==> config.mk <==
export PLATFORM = sky130hd
export DESIGN_NAME = arbitro_memoria_dados
export DESIGN_NICKNAME = d
export VERILOG_FILES = /design/src/rtl/arbitro_memoria_dados_pkg.sv /design/src/rtl/arbitro_memoria_dados_mux.sv /design/src/rtl/arbitro_memoria_dados.sv
export SDC_FILE = /design/constraint.sdc
export NUM_CORES = 1
export LEC_CHECK = 0
export CAP_MARGIN = 40
export CORE_MARGIN = 2
export CORE_UTILIZATION = 29
export DETAILED_ROUTE_END_ITERATION = 16
export PLACE_DENSITY_LB_ADDON = 0.05
export SYNTH_ARGS = -nofsm -noshare
export SYNTH_HDL_FRONTEND = slang
export SYNTH_SLANG_ARGS = --single-unit
==> constraint.sdc <==
create_clock -name i_clock -period 2.1 [get_ports i_clock]
set_clock_uncertainty 0.15 [all_clocks]
set_input_delay 0.42 -clock i_clock [delete_from_list [all_inputs] [get_ports i_clock]]
set_output_delay 0.42 -clock i_clock [all_outputs]
set_load 0.02 [all_outputs]
==> src/rtl/arbitro_memoria_dados_pkg.sv <==
// pacote_memoria
//   Shared definitions for the data-memory arbiter and the UART bridge:
//   FSM state encodings, default word/address widths and the width helper
//   for the UART wait counter.
package pacote_memoria;

  localparam int LARGURA_DADO_PADRAO = 32;
  localparam int LARGURA_END_PADRAO  = 7;

  typedef enum logic [1:0] {
    OCIOSO = 2'b00,
    ESPERA = 2'b01,
    RESP   = 2'b10
  } estado_t;

  // Bits needed to count from 0 up to max_espera inclusive.
  function automatic int largura_contador(input int max_espera);
    return $clog2(max_espera + 1);
  endfunction

endpackage

==> src/rtl/arbitro_memoria_dados_mux.sv <==
// mux_porta_memoria
//   Combinational selector for the single data-memory port.
//   i_sel_uart    : 1 = UART drives the port, 0 = CPU drives it
//   i_habilita    : 0 forces both memory strobes low (held in reset)
//   i_cpu_*       : MEM-stage strobes, address and store data
//   i_uart_*      : UART bridge write bit, address and write data
//   o_mem_*       : strobes, address and write data to data memory
import pacote_memoria::*;

module mux_porta_memoria #(
  parameter int LARGURA_DADO = LARGURA_DADO_PADRAO,
  parameter int LARGURA_END  = LARGURA_END_PADRAO
) (
  input  logic                    i_sel_uart,
  input  logic                    i_habilita,
  input  logic                    i_cpu_ler,
  input  logic                    i_cpu_escrever,
  input  logic [LARGURA_END-1:0]  i_cpu_endereco,
  input  logic [LARGURA_DADO-1:0] i_cpu_dado_escrever,
  input  logic                    i_uart_escrever,
  input  logic [LARGURA_END-1:0]  i_uart_endereco,
  input  logic [LARGURA_DADO-1:0] i_uart_dado_escrever,
  output logic                    o_mem_ler,
  output logic                    o_mem_escrever,
  output logic [LARGURA_END-1:0]  o_mem_endereco,
  output logic [LARGURA_DADO-1:0] o_mem_dado_escrever
);

  logic w_ler;
  logic w_escrever;

  always_comb begin
    if (i_sel_uart) begin
      w_ler               = ~i_uart_escrever;
      w_escrever          = i_uart_escrever;
      o_mem_endereco      = i_uart_endereco;
      o_mem_dado_escrever = i_uart_dado_escrever;
    end else begin
      // CPU strobes pass through untouched, even if both are set.
      w_ler               = i_cpu_ler;
      w_escrever          = i_cpu_escrever;
      o_mem_endereco      = i_cpu_endereco;
      o_mem_dado_escrever = i_cpu_dado_escrever;
    end
  end

  assign o_mem_ler      = w_ler & i_habilita;
  assign o_mem_escrever = w_escrever & i_habilita;

endmodule

==> src/rtl/arbitro_memoria_dados.sv <==
// arbitro_memoria_dados
//   Shares the single-port data memory between the MEM stage (priority)
//   and the UART bridge. A waiting UART request is served in the first
//   cycle the CPU leaves the port idle; after MAX_ESPERA busy cycles the
//   UART access is forced and the pipeline is frozen for that one cycle.
//   i_clock / i_reset_n        : clock, synchronous active-low reset
//   i_cpu_* / o_cpu_*          : MEM-stage access, load data, freeze request
//   i_uart_* / o_uart_*        : UART transaction request, ack pulse, read data
//   o_mem_* / i_mem_dado_ler   : data memory port
//
//   state  | meaning
//   OCIOSO | no UART transaction pending
//   ESPERA | UART pending, CPU holding the port; r_contador counts waits
//   RESP   | UART served last cycle; ack high, CPU owns the port
import pacote_memoria::*;

module arbitro_memoria_dados #(
  parameter int LARGURA_DADO = LARGURA_DADO_PADRAO,
  parameter int LARGURA_END  = LARGURA_END_PADRAO,
  parameter int MAX_ESPERA   = 4
) (
  input  logic                    i_clock,
  input  logic                    i_reset_n,
  input  logic                    i_cpu_ler,
  input  logic                    i_cpu_escrever,
  input  logic [LARGURA_END-1:0]  i_cpu_endereco,
  input  logic [LARGURA_DADO-1:0] i_cpu_dado_escrever,
  output logic [LARGURA_DADO-1:0] o_cpu_dado_ler,
  output logic                    o_cpu_parada,
  input  logic                    i_uart_req,
  input  logic                    i_uart_escrever,
  input  logic [LARGURA_END-1:0]  i_uart_endereco,
  input  logic [LARGURA_DADO-1:0] i_uart_dado_escrever,
  output logic                    o_uart_ack,
  output logic [LARGURA_DADO-1:0] o_uart_dado_ler,
  output logic                    o_mem_ler,
  output logic                    o_mem_escrever,
  output logic [LARGURA_END-1:0]  o_mem_endereco,
  output logic [LARGURA_DADO-1:0] o_mem_dado_escrever,
  input  logic [LARGURA_DADO-1:0] i_mem_dado_ler
);

  localparam int LARGURA_CONT = largura_contador(MAX_ESPERA);
  localparam logic [LARGURA_CONT-1:0] C_MAX = LARGURA_CONT'(MAX_ESPERA);
  localparam logic [LARGURA_CONT-1:0] C_UM  = LARGURA_CONT'(1);

  estado_t                  r_estado;
  estado_t                  w_prox_estado;
  logic [LARGURA_CONT-1:0]  r_contador;
  logic [LARGURA_CONT-1:0]  w_prox_contador;
  logic                     r_uart_ack;
  logic [LARGURA_DADO-1:0]  r_uart_dado_ler;
  logic                     w_cpu_ocupada;
  logic                     w_servir;
  logic                     w_forcado;

  assign w_cpu_ocupada = i_cpu_ler | i_cpu_escrever;

  always_ff @(posedge i_clock) begin
    if (!i_reset_n) begin
      r_estado        <= OCIOSO;
      r_contador      <= '0;
      r_uart_ack      <= 1'b0;
      r_uart_dado_ler <= '0;
    end else begin
      r_estado   <= w_prox_estado;
      r_contador <= w_prox_contador;
      r_uart_ack <= w_servir;
      if (w_servir) begin
        r_uart_dado_ler <= i_mem_dado_ler;
      end
    end
  end

  always_comb begin
    w_prox_estado   = r_estado;
    w_prox_contador = r_contador;
    w_servir        = 1'b0;
    w_forcado       = 1'b0;
    case (r_estado)
      OCIOSO: begin
        if (i_uart_req) begin
          if (!w_cpu_ocupada) begin
            w_servir      = 1'b1;
            w_prox_estado = RESP;
          end else begin
            w_prox_estado   = ESPERA;
            w_prox_contador = C_UM;
          end
        end
      end
      ESPERA: begin
        if (!w_cpu_ocupada) begin
          w_servir      = 1'b1;
          w_prox_estado = RESP;
        end else if (r_contador == C_MAX) begin
          w_servir      = 1'b1;
          w_forcado     = 1'b1;
          w_prox_estado = RESP;
        end else begin
          w_prox_contador = r_contador + C_UM;
        end
      end
      RESP: begin
        // A request still high here is looked at again from OCIOSO.
        w_prox_estado   = OCIOSO;
        w_prox_contador = '0;
      end
      default: begin
        w_prox_estado   = OCIOSO;
        w_prox_contador = '0;
      end
    endcase
  end

  // In a forced cycle the UART takes the port, so the CPU access (a store
  // in particular) never reaches memory; the frozen pipeline replays it.
  mux_porta_memoria #(
    .LARGURA_DADO (LARGURA_DADO),
    .LARGURA_END  (LARGURA_END)
  ) u_mux (
    .i_sel_uart           (w_servir),
    .i_habilita           (i_reset_n),
    .i_cpu_ler            (i_cpu_ler),
    .i_cpu_escrever       (i_cpu_escrever),
    .i_cpu_endereco       (i_cpu_endereco),
    .i_cpu_dado_escrever  (i_cpu_dado_escrever),
    .i_uart_escrever      (i_uart_escrever),
    .i_uart_endereco      (i_uart_endereco),
    .i_uart_dado_escrever (i_uart_dado_escrever),
    .o_mem_ler            (o_mem_ler),
    .o_mem_escrever       (o_mem_escrever),
    .o_mem_endereco       (o_mem_endereco),
    .o_mem_dado_escrever  (o_mem_dado_escrever)
  );

  assign o_cpu_dado_ler  = i_mem_dado_ler;
  assign o_cpu_parada    = w_forcado & i_reset_n;
  assign o_uart_ack      = r_uart_ack;
  assign o_uart_dado_ler = r_uart_dado_ler;

endmodule

* Word level (Yosys, flattened, before mapping)
Index checks and enable logic that the tools add are counted.
** Cells by class
- Add/subtract/negate cells :: 1
- Multiply operators :: 0
- Divide/modulo/power cells :: 0
- $lt $le $gt $ge :: 0
- Equality and inequality tests :: 7
- Shift operators :: 0
- Multiplexer cells :: 21
- Bitwise logic cells :: 5
- Reductions and logical operators :: 3
** Operator list (count)
- two-way mux 32 bit :: 1
- two-way mux 3 bit :: 4
- two-way mux 1 bit :: 8
- two-way mux 2 bit :: 4
- != test 2 bit (second input constant) :: 4
- two-way mux 7 bit :: 1
- case mux 3 bit (2 select lines) :: 1
- case mux 2 bit (2 select lines) :: 1
- AND reduction 4 bit :: 1
- adder 3 x 1 -> 3 bit (second input constant) :: 1
- AND 1 bit :: 3
- equality test 3 bit (second input constant) :: 1
- != test 3 bit (second input constant) :: 1
- equality test 2 x 1 -> 1 bit (second input constant) :: 1
- logical NOT 2 bit :: 1
- case mux 1 bit (2 select lines) :: 1
- AND reduction 2 bit :: 1
- NOT 1 bit :: 1
- bitwise OR 1 bit :: 1
** Storage, ports and cells
- Bits in registers :: 38
- Bits in latches :: 0
- RAM bits :: 0
- ROM bits :: 0
- Input port bits :: 116
- Output and inout bits :: 107
- Word-level logic and storage cells :: 41
- Memories kept :: 0

* Longest topological paths before layout
Gate-level depths: netlist of the first run.
- Depth in word-level cells :: 6
- Depth in mapped cells :: 7
- Gate-level depth less buffers :: 5

* Hierarchy
A second synthesis of the first run with hierarchy kept.
** Second synthesis, totals
- Cell total of the unflattened synthesis :: 258
- Area total of the unflattened synthesis :: 2551.2 um^2
** By module, submodules not included
- arbitro_memoria_dados :: instances 1, cells an instance 210, area each 1848.0 um^2, sequential area each 760.7 um^2
- mux_porta_memoria :: instances 1, cells an instance 48, area each 703.2 um^2, sequential area each 0.0 um^2

* Worst setup path after synthesis of the first run
No wires, ideal clock.
- Kind :: reg-to-output
- Start point :: reg r_contador[0]
- End point :: out o_mem_escrever
- Data arrival time :: 1746 ps
- Required time :: 1530 ps
- Path slack :: -216 ps
- Cell stages (with the launch flop) :: 8
- Path buffers :: 2
- Cells stage by stage :: dfxtp_1 inv_1 ha_1 o2bb2ai_2 a31oi_1 buf_6 buf_6 mux2i_1
** On the way
- Word-level cells in the longest chain between the ends :: 6
** RTL lines
- from (decl) :: RTL line arbitro_memoria_dados.sv:49 : logic [LARGURA_CONT-1:0] r_contador;
- from (signal assigned) :: RTL line arbitro_memoria_dados.sv:67 : r_contador <= w_prox_contador;
- equality test 3 bit :: RTL line arbitro_memoria_dados.sv:96 : end else if (r_contador == C_MAX) begin
- two-way mux 1 bit :: RTL line arbitro_memoria_dados.sv:96
- two-way mux 1 bit :: RTL line arbitro_memoria_dados.sv:93 : if (!w_cpu_ocupada) begin
- case mux 1 bit (2 select lines) :: RTL line arbitro_memoria_dados.sv:80 : case (r_estado)
- two-way mux 1 bit :: RTL line arbitro_memoria_dados_mux.sv:33 : if (i_sel_uart) begin
- AND 1 bit :: RTL line arbitro_memoria_dados_mux.sv:48 : assign o_mem_escrever = w_escrever & i_habilita;
- to (decl) :: RTL line arbitro_memoria_dados.sv:37 : output logic o_mem_escrever,
No other way between the ends.

* Worst setup path after layout of the first run
- Start point :: reg r_contador[0]
- End point :: out o_mem_dado_escrever[4]
** On the way
- Word-level cells in the longest chain between the ends :: 5
** RTL lines
- equality test 3 bit :: RTL line arbitro_memoria_dados.sv:96
- two-way mux 1 bit :: RTL line arbitro_memoria_dados.sv:96
- two-way mux 1 bit :: RTL line arbitro_memoria_dados.sv:93
- case mux 1 bit (2 select lines) :: RTL line arbitro_memoria_dados.sv:80
- two-way mux 32 bit :: RTL line arbitro_memoria_dados_mux.sv:33
- to (decl) :: RTL line arbitro_memoria_dados.sv:39 : output logic [LARGURA_DADO-1:0] o_mem_dado_escrever,
No other way between the ends.

==> results.txt, run 1 <==
----------------------------------------------------
[Drt]
  Number of vias after detailed routing ... around 2,600
  Wire length reported by the detailed router ... 9.27 mm
  Number of design-rule violations left by the first detailed-router iteration ... 62
  Routed via count divided by cell count ... 4.41
  Number of nets with antenna violations after routing ... 0
  Remaining routing DRC violations ... 0
  First-pass iteration count of the detailed router ... 4
  DR WL/cell ... 15.7 µm

[GRT]
  Pin count of the biggest net entering global routing ... 63
  Global router's overall resource usage ... 18.1%
  Overflow left after global routing ... 0
  Via count of the first global-routing pass ... 2,454
  Number of antenna violations at the first check in global routing ... 0
  First-pass GRT wire length ... 13.6 mm

[Yosys]
  Synth top area share ... between 30 and 40%
  Total of flip-flops plus latches after synthesis ... 38
  Post-synthesis net count ... ~370
  Share of synthesized area occupied by flip-flops and latches ... between 30 and 40%
  Adder-Cell Fraction of Synth Area ... 0.993%
  Post-synthesis simple-gate area fraction ... 13.2%
  Cell type with the highest aggregate area in the netlist ... sky130_fd_sc_hd__dfxtp_1
  Average cell area after synthesis ... 9.89 µm²
  Main combinational cell family by area after synthesis ... multiplexers
  Post-synthesis mux area share ... 36.7%
  Count of warnings emitted by yosys ... 0
  Cell area after synthesis ... ~0.0025 mm²
  Unique cell type count in the Yosys netlist ... 28
  Cell types occupying the most area after synthesis ... sky130_fd_sc_hd__dfxtp_1, sky130_fd_sc_hd__mux2_4, sky130_fd_sc_hd__mux2i_1
  Compound-cell area share of the yosys netlist ... 2.83%
  Synthesized-area fraction occupied by xor and xnor cells ... 0%
  Number of standard cells after synthesis ... 255

[STA]
  Final-layout worst hold slack ... 308 ps
  Final min period ... 2570 ps
  Unrepaired setup endpoints after global routing ... true
  Share of the clock period used by the worst path after layout ... 122%
  Max Fclk ... around 390 MHz
  Count of final max-slew check failures ... 0
  Setup slack after layout ... -466 ps
  Total of endpoints with negative setup slack in the final report ... 41
  Slew of the pin with the lowest slew margin ... between 500 and 600 ps
  Rel. slew slack ... 62.1%
  Summed negative setup slack over all endpoints ... -16,730 ps
  Total count of hold-check failures in the final report ... 0

[Final layout]
  Footprint of the flip-flops and latches ... 763 µm²
  Final layout net count ... between 600 and 700
  Fillers ... 782
  Post-route standard cell area excluding fillers ... 0.00526 mm²
  Layout cells sized above 1 ... 30.8%
  Layout overhead on the synthesized area ... 109%
  Antenna Diode Count ... 0
  Multi-input gate area ... between 0.001 and 0.0015 mm²

[Clock network]
  Sink Count ... 38
  Root buffer cell ... sky130_fd_sc_hd__clkbuf_8
  Clock-pin transition on the worst setup and hold timing paths ... around 90 ps
  CTS H-tree depth ... 2
  CTS tree ... built
  Hold-fix buffers, CTS ... 0
  Number of clock buffers inserted by TritonCTS ... 5
  Clock latency on the worst-skew pair ... 290 ps
  Clock Tree Buf Depth ... 2

[Placed design]
  Input/output buffers ... 222
  Worst setup timing slack at the placement stage ... -912 ps
  Final weighted congestion in routability-driven placement ... 0.939
  Detailed placer's ending HPWL ... 7.01 mm
  Instance area at placement ... about 0.0048 mm²

[Worst setup path]
  Critical-path cell with the highest stage delay ... sky130_fd_sc_hd__dfxtp_2
  Worst setup path category ... reg2out
  Element type at the critical path end ... primary output
  Worst-path fanout max ... 6
  Data arrival time of the critical path ... 2000 ps
  CP required ... 1530 ps
  Reg2Reg Setup Slack ... 120 ps
  Slowest stage delay, CP ... 340 ps
  Most common cell on crit path ... sky130_fd_sc_hd__buf_6
  Kind of launch point of the worst setup path ... flip-flop
  Cell-by-cell listing of the critical path ... inv_2 > ha_4 > o2bb2ai_4 > a31oi_4 > buf_6 > buf_12 > buf_16 > mux2_4 > buf_6

[Floorplan]
  Initial cell density of the core ... 29.3%
  Chip height ... a little under 100 µm
  Top-level I/O count ... 223
  Die Span X ... 97.2 µm
  Core box area ... 0.00859 mm²
  Die Area ... 0.00946 mm²
  Rows ... 34

[Pwr]
  Maximum VDD drop ... 246 µV
  Pwr per Cell Area ... just under 500 mW/mm²
  Leakage ... 0.00256 µW
  Total design power ... 2610 µW

[Run status]
  Violations in the final reports ... setup timing
  Outcome ... finished, violations left

[Hold path]
  Min-delay worst type ... reg2reg

[Job]
  Max-cap violations ... 0

----------------------------------------------------
==> metrics by stage <==
stage               util, %  instances
finish                 61.2        592
global placement       55.3        565
CTS                    59.8        584
floorplan                 -        255
global route           61.2        592
detailed placement     55.3        565
==> timing repair <==
action | CTS | global route
cloned | 3 | 0
setup buffers | 8 | 8
gates resized for setup | 256 | 26
pin swaps | 2 | 2
setup endpoints to repair | 48 | 56
==> synth_stat cells <==
cell                         n
sky130_fd_sc_hd__a21oi_1     2
sky130_fd_sc_hd__a221oi_1    1
sky130_fd_sc_hd__a22oi_1     1
sky130_fd_sc_hd__a31oi_1     1
sky130_fd_sc_hd__and3_1      1
sky130_fd_sc_hd__buf_12      4
sky130_fd_sc_hd__buf_2       1
sky130_fd_sc_hd__buf_4      32
sky130_fd_sc_hd__buf_6       4
sky130_fd_sc_hd__clkbuf_1    7
sky130_fd_sc_hd__dfxtp_1    38
sky130_fd_sc_hd__ha_1        2
sky130_fd_sc_hd__inv_1       3
sky130_fd_sc_hd__mux2_2      3
sky130_fd_sc_hd__mux2_4     36
sky130_fd_sc_hd__mux2i_1    35
sky130_fd_sc_hd__nand2_1    69
sky130_fd_sc_hd__nand2b_1    1
sky130_fd_sc_hd__nand4b_1    1
sky130_fd_sc_hd__nor2_1      3
sky130_fd_sc_hd__nor2b_1     1
sky130_fd_sc_hd__nor3_1      2
sky130_fd_sc_hd__nor4b_2     1
sky130_fd_sc_hd__o21ai_0     2
sky130_fd_sc_hd__o22ai_1     1
sky130_fd_sc_hd__o2bb2ai_2   1
sky130_fd_sc_hd__o31ai_1     1
sky130_fd_sc_hd__or3b_2      1
==> cell families (layout without fill, tap and decap cells) <==
group           count (synthesis)  count (layout)
simple gates                   80              80
mux                            74              74
buf+inv                        51             280
flops                          38              38
compound gates                 10              10
fa+ha+maj                       2               2
==> power by group <==
| group | internal (µW) | switching [µW] | total, µW | leakage, µW |
|---|---|---|---|---|
| clock | 476 | 277 | 753 | 0.0000683 |
| combinational | 646 | 434 | 1080 | 0.00219 |
| sequential | 757 | 18.6 | 775 | 0.000310 |
==> path summary, 6_finish.rpt <==
kind | start | end | cells after the start
hold reg to reg | o_uart_dado_ler[12] | o_uart_dado_ler[12] | 2
hold / removal | o_uart_dado_ler[12] | o_uart_dado_ler[12] | 2
setup / recovery | r_contador[0] | o_mem_dado_escrever[4] | 9
setup reg to reg | r_contador[0] | o_uart_dado_ler[30] | 9
==> layout by cell type, fill, tap and decap left out, types with 3 or more instances in the layout <==
| cell type | Yosys | routed |
|---|---|---|
| sky130_fd_sc_hd__clkdlybuf4s50_1 | 0 | 156 |
| sky130_fd_sc_hd__nand2_1 | 69 | 69 |
| sky130_fd_sc_hd__buf_6 | 4 | 40 |
| sky130_fd_sc_hd__mux2_4 | 36 | 37 |
| sky130_fd_sc_hd__dfxtp_1 | 38 | 36 |
| sky130_fd_sc_hd__mux2i_1 | 35 | 33 |
| sky130_fd_sc_hd__buf_4 | 32 | 32 |
| sky130_fd_sc_hd__dlymetal6s2s_1 | 0 | 14 |
| sky130_fd_sc_hd__dlygate4sd2_1 | 0 | 7 |
| sky130_fd_sc_hd__buf_12 | 4 | 7 |
| sky130_fd_sc_hd__buf_2 | 1 | 6 |
| sky130_fd_sc_hd__clkbuf_8 | 0 | 5 |
| sky130_fd_sc_hd__nor2_1 | 3 | 3 |
| sky130_fd_sc_hd__buf_16 | 0 | 3 |
==> layout make-up <==
type,count,share of cell area (%)
clock inverters,3,1.31
multi-input cells,166,27.2
inverters,3,0.214
flip-flops and latches,38,14.5
well taps,108,2.57
clock buffers,5,1.31
repair buffers,269,52.9
==> state kept, by name, summed over array words and instances (netlist names) <==
name	cells
r_estado	2
r_contador	3
o_uart_ack	1
o_uart_dado_ler	32
==> metal layers <==
layer / vias to the layer above / share of wire (%) / global-route usage (%)
li1: 1289 / - / -
met1: 1168 / 41 / 21.8
met2: 140 / 48 / 31.1
met3: 14 / 7.5 / 4.89
met4: 0 / 2.8 / 6.30
met5: - / 0 / 0
==> critical path: cells and delay by family, from the launching register on <==
family | cells | cell delay, ps
buffers and inverters | 5 | 560
DFF | 1 | 340
AOI/OAI and AO/OA | 2 | 330
muxes | 1 | 300
adders and majority gates | 1 | 160
Note: power is estimated with default switching activity, not from simulation.
==> run 2, diff against run 1 <==
--- a/config.mk
+++ b/config.mk
@@ -9,6 +9,7 @@
 export CORE_MARGIN = 2
 export CORE_UTILIZATION = 29
 export DETAILED_ROUTE_END_ITERATION = 16
+export HOLD_SLACK_MARGIN = 0.08
 export PLACE_DENSITY_LB_ADDON = 0.05
 export SYNTH_ARGS = -nofsm -noshare
 export SYNTH_HDL_FRONTEND = slang
==> results of run 2 <==
Final layout, timing and power as in run 1 (identical DEF).
